### src/rtl/shift_sequencer.sv
// Two-requester shift sequencer: round-robin arbitration feeding one shared
// shift register that performs the requested number of single-bit shifts.
module shift_sequencer #(
  parameter int WIDTH = 8,
  parameter int AMT_W = 3
) (
  input  logic             clk,
  input  logic             reset,
  input  logic             req0_valid,
  input  logic [WIDTH-1:0] req0_data,
  input  logic             req0_rnl,
  input  logic [AMT_W-1:0] req0_n,
  output logic             req0_ready,
  input  logic             req1_valid,
  input  logic [WIDTH-1:0] req1_data,
  input  logic             req1_rnl,
  input  logic [AMT_W-1:0] req1_n,
  output logic             req1_ready,
  output logic             res_valid,
  input  logic             res_ready,
  output logic [WIDTH-1:0] res_data,
  output logic             res_id,
  output logic             busy
);

  typedef enum logic [1:0] {IDLE, SHIFT, DONE} state_t;

  state_t           r_state;
  logic [WIDTH-1:0] r_sreg;
  logic [AMT_W-1:0] r_cnt;
  logic             r_rnl;
  logic             r_id;
  logic             r_last;

  logic             w_gnt0;
  logic             w_gnt1;
  logic [WIDTH-1:0] w_data;
  logic [AMT_W-1:0] w_n;
  logic             w_rnl;

  // On a tie the requester not granted last wins; r_last=1 favours req0.
  always_comb begin
    w_gnt0 = 1'b0;
    w_gnt1 = 1'b0;
    if (r_state == IDLE) begin
      if (req0_valid && req1_valid) begin
        w_gnt0 = r_last;
        w_gnt1 = ~r_last;
      end else begin
        w_gnt0 = req0_valid;
        w_gnt1 = req1_valid;
      end
    end
  end

  assign w_data = w_gnt1 ? req1_data : req0_data;
  assign w_n    = w_gnt1 ? req1_n    : req0_n;
  assign w_rnl  = w_gnt1 ? req1_rnl  : req0_rnl;

  assign req0_ready = w_gnt0;
  assign req1_ready = w_gnt1;
  assign res_valid  = (r_state == DONE);
  assign busy       = (r_state != IDLE);
  assign res_data   = r_sreg;
  assign res_id     = r_id;

  always_ff @(posedge clk or negedge reset) begin
    if (!reset) begin
      r_state <= IDLE;
      r_sreg  <= '0;
      r_cnt   <= '0;
      r_rnl   <= 1'b0;
      r_id    <= 1'b0;
      r_last  <= 1'b1;
    end else begin
      case (r_state)
        IDLE: begin
          if (w_gnt0 || w_gnt1) begin
            r_sreg  <= w_data;
            r_cnt   <= w_n;
            r_rnl   <= w_rnl;
            r_id    <= w_gnt1;
            r_last  <= w_gnt1;
            r_state <= (w_n != '0) ? SHIFT : DONE;
          end
        end
        SHIFT: begin
          r_sreg <= r_rnl ? {1'b0, r_sreg[WIDTH-1:1]} : {r_sreg[WIDTH-2:0], 1'b0};
          r_cnt  <= r_cnt - AMT_W'(1);
          if (r_cnt == AMT_W'(1)) begin
            r_state <= DONE;
          end
        end
        DONE: begin
          if (res_ready) begin
            r_state <= IDLE;
          end
        end
        default: r_state <= IDLE;
      endcase
    end
  end

endmodule

### config.mk
export PLATFORM = sky130hd
export DESIGN_NAME = shift_sequencer
export DESIGN_NICKNAME = d
export VERILOG_FILES = /design/src/rtl/shift_sequencer.sv
export SDC_FILE = /design/constraint.sdc
export NUM_CORES = 1
export LEC_CHECK = 0
export BUFFER_PORTS_ARGS = -buffer_cell sky130_fd_sc_hd__clkbuf_2
export CAP_MARGIN = 20
export CELL_PAD_IN_SITES_DETAIL_PLACEMENT = 0
export CELL_PAD_IN_SITES_GLOBAL_PLACEMENT = 1
export CORE_MARGIN = 4
export CORE_UTILIZATION = 30
export DETAILED_ROUTE_END_ITERATION = 8
export MAX_ROUTING_LAYER = met4
export PLACE_DENSITY = 0.76
export SYNTH_ARGS = -nofsm -noshare
export SYNTH_HDL_FRONTEND = slang
export SYNTH_SLANG_ARGS = --single-unit
### constraint.sdc
create_clock -name clk -period 4.4 [get_ports clk]
set_clock_uncertainty 0.15 [all_clocks]
set_input_delay 0.22 -clock clk [delete_from_list [all_inputs] [get_ports clk]]
set_output_delay 0.22 -clock clk [all_outputs]
set_load 0.05 [all_outputs]
==> impl_metrics.tcl <==
set metrics [dict create \
    status "complete, no violations" \
    cts_buffers 3 \
    area_growth_pct 23.5 \
    synth_xor_area_share_pct 0 \
    synthDistinctLibCells 36 \
    rsz0062_at_grt "false" \
    mostFrequentLayoutCells "clkbuf_2, dfrtp_1, mux2i_1, inv_1, nor2b_1" \
    stdcell_area_um2 1340 \
    r2r_slack_ns 2.14 \
    min_period_over_period_pct 51.4 \
    grt-ovfl-total 0 \
    post_drt_wl_per_cell_um 15.1 \
    seq_area_frac_synth_pct 37.1 \
    synth-main-ff-cell "dfrtp_1" \
    nFillCells 370 \
    min_to "r_rnl" \
    final.setup.tns_ns 0 \
    cts_sinks 16 \
    tritoncts "done" \
    async_reset_ff_share_pct 100 \
    num_rows 21 \
    synthesis.area_per_instance_um2 9.41 \
    io_pins 42 \
    arrival_ns 2.24 \
    drt-initial-drc-count 99 \
    start_util_pct 31.7 \
    hold_violations 0 \
    grt_util_all_layers_pct 14.1 \
    hp-class "primary input to flop" \
    path_max_fanout 12 \
    cts_resized 0 \
    dr_total_vias 1057 \
    ant_nets 0 \
    cts_max_level 1 \
    clockBufferDepth 2 \
    holdWs_ns 0.0108 \
    synth_top_family_by_area "compound AO/OA/AOI/OAI gates" \
    grt_start_max_net_pins 17 \
    worst_slew_pin_slew_ns 0.843 \
    netlist_instances 115 \
    max_freq_mhz 442 \
    die_y_um 68.1 \
    insertion_delay_ns 0.28 \
    syn_nets 146 \
    synthSimpleGateAreaFrac_pct 17.3 \
    path_buf_inv 1 \
    ys.warnings.count 0 \
    power.density_nw_per_um2 821 \
    ir_drop_mv 0.351 \
    multi_input_area_um2 592 \
    p_leak_nw 0.690 \
    drv_cap 0 \
    dp_hpwl_um 2400 \
    min_period_ns 2.26 \
    routabilityCongestion 0.793 \
    crit_chain "nor2_8 -> clkinv_1 -> nor2_1 -> a221oi_1" \
    ys_seq_elements 16 \
    critPathCaptureType "flop" \
    start_kind "flop" \
    dieArea_um2 4630 \
    muxShareOfSynthArea_pct 10.6 \
    synth_edf_count 0 \
    final_nets 185 \
    clkTransAtPathRegs_ns 0.10 \
    yosysTopAreaCellShare_pct 34.7 \
    drc 0 \
    r2r_start "r_state[0]" \
    holdPathStages 3 \
    synth-compound-area-share_pct 24.4 \
    grt_pass1_wl_um 4720 \
    vias_per_cell 5.31 \
    wl_um 3000 \
    grt_pass1_vias 1033 \
    synth_adder_area_share_pct 2.31 \
    fp.coreArea_um2 3420 \
    io_buffers 41 \
    cts_hold_buf 1 \
    post_cts_buffers 0 \
    cp_slowest_cell "nor2_1" \
    final_max_slew_viol_count 0 \
    drive_gt1_share_pct 32.0 \
    die_x_um 68.1 \
    startpoint "r_state[0]" \
    seqCellArea_um2 402 \
    slowest_delay_ns 0.73 \
    dr.pass1.iters 4 \
    worstSetupPathType "flop to flop" \
    synth_area_leader_cell "dfrtp_1" \
    final_common_cell "clkbuf_2" \
    placed_area_um2 1290 \
    critPathRequiredTime_ns 4.38 \
    cts_root_buffer "clkbuf_4" \
    r2r_end "res_data[5]" \
    finalSetupViolations 0 \
    antenna_found_initial 0 \
    cp_top_family "simple AND/OR/NAND/NOR gates" \
    num_antenna_cells 0 \
    hp-start "req1_rnl" \
    max_slew_margin_pct 43.6 \
    r2r_cells 4 \
    syn_area_um2 1080 \
    synth_top_cells_by_area "dfrtp_1, mux2i_1, nor2b_1" \
]
==> stage by stage <==
stage / total power (W) / cells / setup WS, ns / util [%]
finish: 0.00110 / 199 / 2.14 / 39.1
global route: 0.00118 / 199 / 1.94 / 39.1
CTS: 0.00110 / 199 / 2.15 / 39.1
detailed placement: 0.00100 / 194 / 2.17 / 37.8
global placement: 0.000985 / 194 / 2.27 / 37.8
floorplan: 0.000855 / 115 / 2.04 / -
==> layer usage <==
metal	vias up	global-route usage [%]	share of wire, %
met3	2	3.94	7.8
met1	514	17.1	42
met5	-	-	0
met4	0	2.23	0.63
li1	503	-	-
met2	38	23.8	50
==> final cells by class <==
class	count	area share [%]
clock buffer	4	2.72
multi-input combinational	82	44.3
tap	46	4.31
sequential	16	30.1
inverter	9	2.53
timing repair buffer	42	16.1
==> flip-flops by register name, summed over array words and instances (netlist names) <==
signal,flops
r_last,1
res_id,1
r_state,2
r_rnl,1
res_data,8
r_cnt,3
==> worst min-delay path: cells and delay by family <==
| kind | cells | cell delay, ns |
|---|---|---|
| AOI/OAI and AO/OA | 1 | 0.07 |
| buffers and inverters | 1 | 0.09 |
| and+or+nand+nor | 1 | 0.05 |
==> cell usage after synthesis (all sizes together) (5+ instances only) <==
cell type  instances
mux2i             10
buf                7
a31oi              5
o21ai              7
dfrtp             15
a221oi             5
nor2b              8
inv                8
nor2               7
==> worst max path at each step <==
stage,depth (start not counted),slack [ns],to
6_report,4,2.14,res_data[5]
5_1_grt,4,1.94,res_data[5]
4_1_cts,4,2.15,res_data[5]
3_5_place_dp,4,2.17,res_data[5]
3_3_place_gp,4,2.27,res_data[5]
2_1_floorplan,4,2.04,req1_ready
==> kinds of logic (layout without fill, tap and decap cells) <==
kind of cell / count (synthesis) / after routing
AND/OR/NAND/NOR: 33 / 33
AO/OA/AOI/OAI: 36 / 36
multiplexers: 11 / 11
adder cells (fa/ha/maj): 2 / 2
buffers and inverters: 17 / 55
flip-flops: 16 / 16
==> where the power goes <==
part	internal, W	total [W]	switching (W)
sequential	0.000229	0.000335	0.000106
clock	0.0000504	0.000100	0.0000496
combinational	0.000228	0.000662	0.000434
Power figures use the tool's default switching activity.
